<file path="src/rtl/frame_buf_swap_ctrl_if.sv">
// Display-side bus of the ping-pong frame-buffer controller.
// Bundles the scan/render control inputs, the pixel handshake and the
// read-port signals shared by both frame buffers and the 2x1 read mux.
// master : the controller (drives sel, read port and pixel valid)
// slave  : the surrounding display/render logic
// Optional build macro: FRAME_COUNT_EN adds the 16-bit frame_cnt signal.
interface frame_buf_swap_ctrl_if #(
   parameter int ADDR_W = 15
);
   logic              scan_en;
   logic              render_done;
   logic              pix_ready;
   logic              sel;
   logic              render_buf;
   logic              rd_en;
   logic [ADDR_W-1:0] rd_addr;
   logic              pix_valid;
   logic              frame_start;
   logic              swap_pending;
   logic              swap_done;
   logic              overrun;
`ifdef FRAME_COUNT_EN
   logic [15:0]       frame_cnt;
`endif

   modport master (
      input  scan_en,
      input  render_done,
      input  pix_ready,
      output sel,
      output render_buf,
      output rd_en,
      output rd_addr,
      output pix_valid,
      output frame_start,
      output swap_pending,
      output swap_done,
      output overrun
`ifdef FRAME_COUNT_EN
      ,
      output frame_cnt
`endif
   );

   modport slave (
      output scan_en,
      output render_done,
      output pix_ready,
      input  sel,
      input  render_buf,
      input  rd_en,
      input  rd_addr,
      input  pix_valid,
      input  frame_start,
      input  swap_pending,
      input  swap_done,
      input  overrun
`ifdef FRAME_COUNT_EN
      ,
      input  frame_cnt
`endif
   );
endinterface

</file>
<file path="src/rtl/frame_buf_swap_ctrl.sv">
// Ping-pong frame-buffer swap controller.
// Scans one buffer out through the 2x1 read mux while the renderer fills the
// other, and swaps the two only at a frame boundary. The read strobe and the
// frame_start marker are combinational on pix_ready so that a stalled pixel
// never issues a new read; every other output is registered.
// Optional build macro: FRAME_COUNT_EN adds a 16-bit boundary counter.
module frame_buf_swap_ctrl #(
   parameter int NUM_PIXELS = 19200,
   parameter int ADDR_W     = 15
) (
   input  logic                  clk,
   input  logic                  n_rst,
   frame_buf_swap_ctrl_if.master bus
);

   localparam logic [ADDR_W-1:0] LAST_ADDR = ADDR_W'(NUM_PIXELS - 1);

   typedef enum logic [1:0] {
      IDLE     = 2'd0,
      SCAN     = 2'd1,
      DRAIN    = 2'd2,
      BOUNDARY = 2'd3
   } state_t;

   state_t            state;
   logic              sel_q;
   logic [ADDR_W-1:0] rd_addr_q;
   logic              pix_valid_q;
   logic              swap_pending_q;
   logic              swap_done_q;
   logic              overrun_q;

   logic              rd_en_c;
   logic              handshake_c;
   logic              swap_now_c;

   // Next read address, returning to zero after the last pixel of a frame.
   function automatic logic [ADDR_W-1:0] next_addr(input logic [ADDR_W-1:0] addr);
      logic [ADDR_W-1:0] nxt;
      if (addr == LAST_ADDR) begin
         nxt = '0;
      end else begin
         nxt = addr + ADDR_W'(1);
      end
      return nxt;
   endfunction

   // A read is issued whenever the output register is free or being emptied.
   assign rd_en_c     = (state == SCAN) && (!pix_valid_q || bus.pix_ready);
   assign handshake_c = pix_valid_q && bus.pix_ready;
   // The swap is committed on the edge that enters BOUNDARY, so the new sel
   // and the swap_done pulse are both visible during the BOUNDARY cycle.
   assign swap_now_c  = (state == DRAIN) && handshake_c && swap_pending_q;

   // Frame scan state machine with registered mux select and status flags.
   always_ff @(posedge clk) begin
      if (!n_rst) begin
         state          <= IDLE;
         sel_q          <= 1'b1;
         rd_addr_q      <= '0;
         pix_valid_q    <= 1'b0;
         swap_pending_q <= 1'b0;
         swap_done_q    <= 1'b0;
         overrun_q      <= 1'b0;
      end else begin
         swap_done_q <= 1'b0;
         overrun_q   <= 1'b0;

         // A render completing in the swap cycle re-arms the pending flag
         // for the next boundary instead of counting as an overrun.
         if (swap_now_c) begin
            sel_q          <= ~sel_q;
            swap_done_q    <= 1'b1;
            swap_pending_q <= bus.render_done;
         end else if (bus.render_done) begin
            if (swap_pending_q) begin
               overrun_q <= 1'b1;
            end else begin
               swap_pending_q <= 1'b1;
            end
         end

         // The RAM output holds while rd_en is low, so pix_valid only drops
         // once the held pixel has been taken and nothing new was read.
         if (rd_en_c) begin
            pix_valid_q <= 1'b1;
         end else if (handshake_c) begin
            pix_valid_q <= 1'b0;
         end

         case (state)
            IDLE: begin
               if (bus.scan_en) begin
                  state     <= SCAN;
                  rd_addr_q <= '0;
               end
            end
            SCAN: begin
               if (rd_en_c) begin
                  rd_addr_q <= next_addr(rd_addr_q);
                  if (rd_addr_q == LAST_ADDR) begin
                     state <= DRAIN;
                  end
               end
            end
            DRAIN: begin
               if (handshake_c) begin
                  state <= BOUNDARY;
               end
            end
            BOUNDARY: begin
               // scan_en is only honoured here, so a frame always completes.
               state <= bus.scan_en ? SCAN : IDLE;
            end
            default: begin
               state <= IDLE;
            end
         endcase
      end
   end

   assign bus.sel          = sel_q;
   assign bus.render_buf   = sel_q;
   assign bus.rd_en        = rd_en_c;
   assign bus.rd_addr      = rd_addr_q;
   assign bus.pix_valid    = pix_valid_q;
   assign bus.frame_start  = rd_en_c && (rd_addr_q == '0);
   assign bus.swap_pending = swap_pending_q;
   assign bus.swap_done    = swap_done_q;
   assign bus.overrun      = overrun_q;

`ifdef FRAME_COUNT_EN
   logic [15:0] frame_cnt_q;

   // Count every frame boundary; the 16-bit adder wraps naturally.
   always_ff @(posedge clk) begin
      if (!n_rst) begin
         frame_cnt_q <= '0;
      end else if (state == BOUNDARY) begin
         frame_cnt_q <= frame_cnt_q + 16'd1;
      end
   end

   assign bus.frame_cnt = frame_cnt_q;
`endif

endmodule

</file>
<file path="src/flat_wrapper.sv">
// flat-port wrapper written by rule: the top's interface ports become plain ports
module frame_buf_swap_ctrl_flat 
#(
   parameter int NUM_PIXELS = 19200,
   parameter int ADDR_W     = 15
)
  (clk, n_rst, bus_scan_en, bus_render_done, bus_pix_ready, bus_sel, bus_render_buf, bus_rd_en, bus_rd_addr, bus_pix_valid, bus_frame_start, bus_swap_pending, bus_swap_done, bus_overrun);
  frame_buf_swap_ctrl_if #(.ADDR_W(ADDR_W)) bus_i ();
  input  logic clk;
  input  logic n_rst;
  input wire logic [$bits(bus_i.scan_en)-1:0] bus_scan_en;
  input wire logic [$bits(bus_i.render_done)-1:0] bus_render_done;
  input wire logic [$bits(bus_i.pix_ready)-1:0] bus_pix_ready;
  output wire logic [$bits(bus_i.sel)-1:0] bus_sel;
  output wire logic [$bits(bus_i.render_buf)-1:0] bus_render_buf;
  output wire logic [$bits(bus_i.rd_en)-1:0] bus_rd_en;
  output wire logic [$bits(bus_i.rd_addr)-1:0] bus_rd_addr;
  output wire logic [$bits(bus_i.pix_valid)-1:0] bus_pix_valid;
  output wire logic [$bits(bus_i.frame_start)-1:0] bus_frame_start;
  output wire logic [$bits(bus_i.swap_pending)-1:0] bus_swap_pending;
  output wire logic [$bits(bus_i.swap_done)-1:0] bus_swap_done;
  output wire logic [$bits(bus_i.overrun)-1:0] bus_overrun;
  assign bus_i.scan_en = bus_scan_en;
  assign bus_i.render_done = bus_render_done;
  assign bus_i.pix_ready = bus_pix_ready;
  assign bus_sel = bus_i.sel;
  assign bus_render_buf = bus_i.render_buf;
  assign bus_rd_en = bus_i.rd_en;
  assign bus_rd_addr = bus_i.rd_addr;
  assign bus_pix_valid = bus_i.pix_valid;
  assign bus_frame_start = bus_i.frame_start;
  assign bus_swap_pending = bus_i.swap_pending;
  assign bus_swap_done = bus_i.swap_done;
  assign bus_overrun = bus_i.overrun;
  frame_buf_swap_ctrl #(.NUM_PIXELS(NUM_PIXELS), .ADDR_W(ADDR_W)) u_core (.clk(clk), .n_rst(n_rst), .bus(bus_i));
endmodule
</file>
<file path="config.mk">
export PLATFORM = sky130hd
export DESIGN_NAME = frame_buf_swap_ctrl_flat
export DESIGN_NICKNAME = d
export VERILOG_FILES = /design/src/rtl/frame_buf_swap_ctrl_if.sv /design/src/rtl/frame_buf_swap_ctrl.sv /design/src/flat_wrapper.sv
export SDC_FILE = /design/constraint.sdc
export NUM_CORES = 1
export LEC_CHECK = 0
export ABC_AREA = 1
export BUFFER_PORTS_ARGS = -buffer_cell sky130_fd_sc_hd__buf_2
export CAP_MARGIN = 10
export CORE_MARGIN = 8
export CORE_UTILIZATION = 50
export CTS_CLUSTER_SIZE = 24
export DETAILED_ROUTE_END_ITERATION = 12
export PLACE_DENSITY = 0.75
export SLEW_MARGIN = 0
export SYNTH_ARGS = -nofsm -noshare
export SYNTH_HDL_FRONTEND = slang
export SYNTH_SLANG_ARGS = --single-unit
</file>
<file path="constraint.sdc">
create_clock -name clk -period 1.83 [get_ports clk]
set_input_delay 0.0915 -clock clk [delete_from_list [all_inputs] [get_ports clk]]
set_output_delay 0.0915 -clock clk [all_outputs]
set_load 0.01 [all_outputs]
</file>
Yosys cells after proc, flatten, opt, wreduce, memory -nomap -nowiden
Index checks and enable logic that the tools add are counted.
- eq/ne operators: 8
- bitwise gates (word level): 3
- shifts and indexed selects: 0
- add/sub/neg operators: 1
- reduce and logical (&&, ||, !) cells: 15
- order comparisons: 0
- mux-type cells: 16
- div/mod/pow operators: 0
- multiply operators: 0
- operators by type and width (operator ; number):
    $mux W15 ; 3
    $pmux W15 S2 ; 1
    $add A15 B1 Y15 const B ; 1
    $eq A15 B15 Y1 const B ; 1
    $logic_not A15 Y1 ; 1
    $mux W2 ; 4
    $pmux W2 S4 ; 1
    $mux W1 ; 7
    $reduce_bool A2 Y1 ; 3
    $logic_and A1 B1 Y1 ; 5
    $eq A2 B2 Y1 const B ; 2
    $ne A2 B1 Y1 const B ; 2
    $ne A2 B2 Y1 const B ; 2
    $reduce_and A4 Y1 ; 1
    $not A1 Y1 ; 3
    $reduce_and A3 Y1 ; 1
    $reduce_or A3 Y1 ; 1
    $eq A2 B1 Y1 const B ; 1
    $logic_not A2 Y1 ; 1
    $logic_not A1 Y1 ; 1
    $logic_or A1 B1 Y1 ; 1
- logic and storage cells: 50
- bits in writable memories: 0
- register bits after elaboration: 22
- memories kept: 0
- latch bits: 0
- memory bits (read-only): 0
- output and inout bits: 23
- input port bits: 5

Longest topological paths before layout
Gate-level depths: netlist (run 1).
- depth after elaboration: 5
- depth in mapped cells: 10
- gate-level depth less buffers: 10

Least setup slack after synthesis (run 1)
Ideal clock, no wire load.
- path type: register to register
- from: register u_core.state[0]
- to: register u_core.rd_addr_q[12], in the netlist u_core.bus.rd_addr[12]
- setup slack: 391 ps
- buffers on the path: 0
- stages on the path, launching flop included: 9
- required time: 1715 ps
- library setup time: 115 ps
- clock period less this slack: 1439 ps
- arrival time: 1324 ps
- cells stage by stage: dfxtp_1 inv_1 ha_1 nand2_1 nand3_4 nor2_1 nand3_1 nand3_1 nor2_1
- word-level cells in the longest chain between the ends: 4
- elaborated cells on any way between the ends: 8
- those cells by class: eq/ne (3); mux (1); reduce/logical (4)
- ends and longest elaborated chain (what ; RTL line ; source):
    start, declared ; frame_buf_swap_ctrl.sv:25 ; state_t state;
    start signal, assigned ; frame_buf_swap_ctrl.sv:113 ; state <= bus.scan_en ? SCAN : IDLE;
    $eq A2 B1 Y1 ; frame_buf_swap_ctrl.sv:49, frame_buf_swap_ctrl.sv:91 ;
    $logic_and A1 B1 Y1 ; frame_buf_swap_ctrl.sv:49 ; assign rd_en_c = (state == SCAN) && (!pix_valid_q || bus.pix_ready);
    $ne A2 B1 Y1 (no line) ; n/a ;
    $reduce_and A3 Y1 (no line) ; n/a ;
    end signal, assigned ; frame_buf_swap_ctrl.sv:100 ; rd_addr_q <= next_addr(rd_addr_q);
    end, declared ; frame_buf_swap_ctrl.sv:27 ; logic [ADDR_W-1:0] rd_addr_q;
Several ways; a longest one is shown, not always the timed one.
A chain may end at the register's enable or synchronous reset.

Final worst setup path (run 1)
- from: register u_core.state[1]
- to: output bus_frame_start
- word-level cells in the longest chain between the ends: 3
- ends and longest elaborated chain (what ; RTL line ; source):
    $eq A2 B1 Y1 ; frame_buf_swap_ctrl.sv:49 ;
    $logic_and A1 B1 Y1 ; frame_buf_swap_ctrl.sv:49 ;
    $logic_and A1 B1 Y1 ; frame_buf_swap_ctrl.sv:127 ; assign bus.frame_start = rd_en_c && (rd_addr_q == '0);
    end, declared ; flat_wrapper.sv:19 ; output wire logic [$bits(bus_i.frame_start)-1:0] bus_frame_start;
No other way between the ends.

==> flow_summary.json, run 1 <==
{
  "status": "finished clean",
  "areaGrowthSynthToFinish_pct": 18.15,
  "htree_levels": 1,
  "holdCritPathClass": "primary input to flip-flop",
  "ir_worst_vdd_v": 0.0008779,
  "worst_pin_slew_ps": 296.3,
  "synth_edf_count": 0,
  "synth_top_area_frac": 0.3570,
  "ys_warn_count": 0,
  "switching_share": 0.4456,
  "grt_pass1_vias": 1179,
  "ys_ff_latch": 22,
  "seq_power_share": 0.368,
  "reg2reg_setup_slack_ps": 150,
  "clockBufferDepth": 2,
  "p_int_uw": 906.2,
  "initial_core_util": 0.5119,
  "clock_sinks": 22,
  "worstPathArrival_ps": 1590,
  "grt_antenna_before_repair": 0,
  "final.setup_skew_ps": 2.142,
  "preCtsSetupSlack_ps": 158.6,
  "stdcell_area_sq_mm": 0.001458,
  "fin_util": 0.6049,
  "r2r-start": "u_core.state[0]",
  "synth_most_common_cell": "nor2_1",
  "setup_tns_ps": 0,
  "critPathRequiredTime_ps": 1740,
  "yosys-top-cells-area": "dfxtp_1 36%, nor2_1 10%, nand3_1 9.3%",
  "finalPower_mw": 1.635,
  "grt_pass1_wl_microns": 4981,
  "r2r_end": "u_core.bus.rd_addr[5]",
  "drtIter0Drc": 56,
  "p_leak_nw": 0.6777,
  "p_clk_frac": 0.134,
  "startpoint": "u_core.state[1]",
  "path_clk_slew_ps": 120,
  "synthFlopType": "dfxtp_1",
  "p_sw_uw": 728.4,
  "netlist_area_sq_mm": 0.001234,
  "die_area_sq_mm": 0.004313,
  "worst_slack_ps": 145.6,
  "min_period_over_period": 0.9204,
  "dp_hpwl_microns": 2263,
  "drive_above_1_share": 0.2297,
  "clock-root-buffer": "clkbuf_4",
  "r2r_cells": 8,
  "max_freq_ghz": 0.5937,
  "portBuffers": 27,
  "synth_fp_nets": 190,
  "start_kind": "flip-flop",
  "crit_fanout": 4,
  "max_slew_margin": 0.8025,
  "grt_max_degree": 13,
  "syn_inst": 179,
  "crit_end": "bus_frame_start",
  "yosys.area.top_type": "dfxtp_1",
  "die_h_microns": 65.67,
  "pwr_density_cell_mw_per_mm2": 1121,
  "drt-vias-per-instance": 5.205,
  "finalSetupViolations": 0,
  "dr.pass1.iters": 5,
  "worstSetupEndpointType": "output port",
  "drt-total-wl_microns": 2982,
  "cts_tree": "yes",
  "num_antenna_cells": 0,
  "gp_congestion": 0.8974,
  "n_fill_cell": 232,
  "critPathKind": "flip-flop to output port",
  "ys_top_cells_by_count": "33 x nor2_1, 28 x nand2_1, 23 x inv_1, 23 x nand3_1, 22 x dfxtp_1",
  "rsz0062_at_grt": "no",
  "wl_per_cell_microns": 12.48,
  "track_usage": 0.1418,
  "dieWidth_microns": 65.67,
  "io_pins": 28,
  "core_sq_mm": 0.002410,
  "placed_area_sq_mm": 0.001395,
  "postSynthAreaPerCell_sq_um": 6.892,
  "multiInputGateArea_sq_um": 701.9,
  "yosysUniqueCellTypes": 25,
  "fin_crit_ps": 1684,
  "async_flop_share": 0,
  "hold_viol": 0,
  "drv_cap": 0,
  "grt-ovfl-total": 0,
  "fin_nets": 222,
  "seqCellArea_sq_um": 441.7,
  "ys_seq_area_frac": 0.3570,
  "fp-row-count": 18,
  "cts_buffers": 3,
  "vias": 1244,
  "postRouteAntennaNets": 0,
  "finalMaxSlewViolations": 0,
  "clk_latency_ps": 300,
  "drc": 0,
  "p_comb_frac": 0.498
}
[cell families (layout without fill, tap and decap cells)]
| kind of cell | Yosys count | in the layout | share of synthesized area |
|---|---|---|---|
| DFF | 22 | 22 | 0.3570 |
| AOI/OAI and AO/OA | 17 | 17 | 0.07201 |
| buffers and inverters | 29 | 59 | 0.09127 |
| xor gates and xnor gates | 6 | 6 | 0.04260 |
| and+or+nand+nor | 99 | 99 | 0.3763 |
| adders and majority gates | 6 | 6 | 0.06085 |
[layer usage]
metal / wire length [microns] / GRT usage / up-vias
met2: 1454 / 0.2473 / 43
met3: 166 / 0.03571 / 7
li1: - / - / 630
met1: 1312 / 0.1568 / 564
met5: 0 / 0 / -
met4: 49 / 0.06540 / 0
[layout make-up]
cell class / count / share of cell area
Timing Repair Buffer: 29 / 0.1047
Sequential cell: 22 / 0.3030
Tap cell: 30 / 0.02575
Clock buffer: 3 / 0.01545
Multi-Input combinational cell: 128 / 0.4815
Inverter: 27 / 0.06953
[cells in the final DEF (no fill, tap or decap), types with 2 or more instances in the layout]
master,n
nand3_1,23
nor2_2,2
buf_2,27
ha_1,5
xnor2_1,2
o21ai_0,4
nor3_1,2
nor2_1,33
xor2_1,4
inv_2,4
nand2_4,2
nand2_1,28
dfxtp_1,21
inv_1,23
nand4_1,2
a21oi_1,10
clkbuf_4,3
[sequential cells by signal, summed over array words and instances (netlist names)]
signal and cells:
u_core.bus.swap_done 1, u_core.state 2, u_core.bus.overrun 1, u_core.bus.rd_addr 15, u_core.bus.pix_valid 1, u_core.bus.render_buf 1, u_core.bus.swap_pending 1
[worst max-delay path, cell delays in order (launching register included)]
cell	delay (ps)
dfxtp_1	360
inv_1	130
ha_4	180
inv_1	70
a21oi_2	180
nand3_1	120
nor3_2	110
buf_2	150
[metrics by stage]
step	std cells	hold WS (ps)
floorplan	179	220.4
global placement	234	324.0
detailed placement	234	339.2
CTS	237	0.7973
global route	239	116.5
finish	239	111.4
[how the worst min path moves through the flow]
stage,startpoint,end,depth (start not counted)
6_report,bus_pix_ready,u_core.bus.pix_valid,4
5_1_grt,n_rst,u_core.state[1],3
4_1_cts,bus_render_done,u_core.bus.overrun,3
3_5_place_dp,bus_render_done,u_core.bus.overrun,3
3_3_place_gp,bus_render_done,u_core.bus.overrun,3
2_1_floorplan,bus_render_done,u_core.bus.overrun,2
[power groups by stage]
stage	Sequential (mW)	Combinational (mW)	Clock (mW)
after global placement	0.596	0.736	0
after CTS	0.592	0.779	0.228
after global routing	0.610	0.909	0.251
after floorplan	0.606	0.570	0
after detailed placement	0.601	0.767	0
final	0.601	0.814	0.219
[what timing repair did]
item | CTS | global route
setup endpoints to repair | 1 | 2
endpoints found under the hold margin | 0 | 1
buffers inserted | 0 | 1
gates resized for setup | 2 | 3
hold buffers | 0 | 1
Note: power is estimated with default switching activity, not from simulation.
==> run 2: changes to the inputs <==
--- a/config.mk
+++ b/config.mk
@@ -8,11 +8,13 @@
 export ABC_AREA = 1
 export BUFFER_PORTS_ARGS = -buffer_cell sky130_fd_sc_hd__buf_2
 export CAP_MARGIN = 10
+export CELL_PAD_IN_SITES_DETAIL_PLACEMENT = 1
+export CELL_PAD_IN_SITES_GLOBAL_PLACEMENT = 2
 export CORE_MARGIN = 8
-export CORE_UTILIZATION = 50
-export CTS_CLUSTER_SIZE = 24
+export CORE_UTILIZATION = 28
 export DETAILED_ROUTE_END_ITERATION = 12
-export PLACE_DENSITY = 0.75
+export GPL_TIMING_DRIVEN = 1
+export PLACE_DENSITY_LB_ADDON = 0.1
 export SLEW_MARGIN = 0
 export SYNTH_ARGS = -nofsm -noshare
 export SYNTH_HDL_FRONTEND = slang
==> flow_summary.json, run 2 (synthesis gave the netlist of run 1 again) <==
{
  "max_freq_ghz": 0.5996,
  "critPathSlowestCell": "dfxtp_1",
  "pwr_density_cell_mw_per_mm2": 1167,
  "grt-ovfl-total": 0,
  "hp-start": "bus_render_done",
  "final_cell_count_no_fill": 260,
  "reg2reg_setup_slack_ps": 180,
  "num_antenna_cells": 0,
  "finalMaxSlewViolations": 0,
  "drt-vias-per-instance": 4.615,
  "clockBufferDepth": 2,
  "stdcell_area_sq_mm": 0.001490,
  "cts_setup_buffers": 0,
  "max_stage_delay_ps": 350,
  "worstSetupEndpointType": "output port",
  "drtIter0Drc": 56,
  "io_pins": 28,
  "status": "finished clean",
  "start_kind": "flip-flop",
  "p_leak_nw": 0.6815,
  "drt-total-wl_microns": 3482,
  "wl_per_cell_microns": 13.39,
  "core_sq_mm": 0.004294,
  "cts_buffers": 3,
  "track_usage": 0.1114,
  "seqCellArea_sq_um": 441.7,
  "setup_tns_ps": 0,
  "placedCellCount": 256,
  "grt_pass1_vias": 1265,
  "fin_nets": 220,
  "final.setup_skew_ps": 2.429,
  "gp_congestion": 0.7738,
  "critPathMostFrequentCell": "inv_1",
  "fin_util": 0.3470,
  "grt_antenna_before_repair": 0,
  "fp-row-count": 24,
  "critPathRequiredTime_ps": 1740,
  "r2r-start": "u_core.state[1]",
  "layout_commonest_cell": "nor2_1",
  "ir_worst_vdd_v": 0.0004943,
  "placed_area_sq_mm": 0.001423,
  "initial_core_util": 0.2873,
  "drive_above_1_share": 0.2308,
  "path_clk_slew_ps": 80,
  "multiInputGateArea_sq_um": 691.9,
  "cts_tree": "yes",
  "vias": 1200,
  "worstPathArrival_ps": 1580,
  "holdCritPathClass": "primary input to flip-flop",
  "die_area_sq_mm": 0.006786,
  "hold_depth": 3,
  "dp_hpwl_microns": 2872,
  "grt_pass1_wl_microns": 6030,
  "grt_max_degree": 13,
  "r2r_cells": 8,
  "n_fill_cell": 563,
  "fin_crit_ps": 1668,
  "clock_sinks": 22,
  "final_cell_mix": "33 x nor2_1, 28 x nand2_1, 27 x buf_2",
  "critPathKind": "flip-flop to output port",
  "clock-root-buffer": "clkbuf_8",
  "worst_pin_slew_ps": 332.9,
  "hold_ws_ps": 56.65,
  "dieWidth_microns": 82.38,
  "min_period_over_period": 0.9114,
  "clk_latency_ps": 260,
  "areaGrowthSynthToFinish_pct": 20.79,
  "max_slew_margin": 0.7780,
  "crit_path_cell_trace": "inv_1, ha_2, inv_1, a21oi_2, nand3_1, nor3_2, buf_2",
  "r2r_end": "u_core.bus.rd_addr[5]",
  "htree_levels": 1,
  "crit_fanout": 4,
  "dr.pass1.iters": 4,
  "drv_cap": 0,
  "postRouteAntennaNets": 0,
  "finalSetupViolations": 0,
  "portBuffers": 27,
  "die_h_microns": 82.38,
  "largest_reg_flops": 15,
  "holdPathEnd": "u_core.bus.overrun",
  "hold_viol": 0,
  "drc": 0
}
==> run 2: cell count changes in the layout (fill, tap and decap cells not counted) <==
cell           change
ha_2               +1
clkbuf_8           +4
ha_4               -1
dlygate4sd3_1      -1
buf_4              -1
clkbuf_4           -3
==> run 2: metrics by stage <==
stage          setup WS, ps  total power [mW]
6_report              162.2             1.739
3_5_place_dp          104.3             1.397
5_1_grt              -17.96             1.905
3_3_place_gp          128.9             1.371
4_1_cts               36.77             1.764
2_1_floorplan         391.2             1.176
==> run 2: timing repair <==
action / in CTS / in global routing
hold buffers: 0 / 0
endpoints found under the setup margin: 1 / 4
gates resized for setup: 1 / 3
cloned: 0 / 0
==> run 2: per-layer routing <==
layer  GRT usage  part of all wire
met1      0.1392              0.47
met2      0.1879              0.48
met3     0.02489             0.045
met4     0.02807            0.0055
met5           0                 0
==> run 2: worst max-delay path by stage <==
stage                                from                      to  depth (start not counted)
final                     u_core.state[1]         bus_frame_start                          7
after global routing      u_core.state[1]         bus_frame_start                          7
after CTS                 u_core.state[0]         bus_frame_start                          6
after detailed placement  u_core.state[0]   u_core.bus.rd_addr[5]                          8
after global placement    u_core.state[0]   u_core.bus.rd_addr[5]                          8
after floorplan           u_core.state[0]  u_core.bus.rd_addr[12]                          8
==> run 2: final cells by class <==
cell class,count,area share
timing repair buffer,27,0.09068
clock buffer,4,0.03694
tap,52,0.04366
multi-input combinational,128,0.4643
sequential,22,0.2964
inverter,27,0.06801
==> run 2: worst max-delay path, delay by kind of cell (launching register included) <==
family          cells  cell delay [ps]
compound gates      1              180
fa+ha+maj           1              230
buf+inv             3              330
flops               1              350
simple gates        2              220
==> run 2: report_power, final <==
| part | switching (mW) | internal [mW] | leakage (nW) |
|---|---|---|---|
| clock | 0.162 | 0.192 | 0.0288 |
| combinational | 0.514 | 0.272 | 0.474 |
| sequential | 0.0658 | 0.534 | 0.179 |
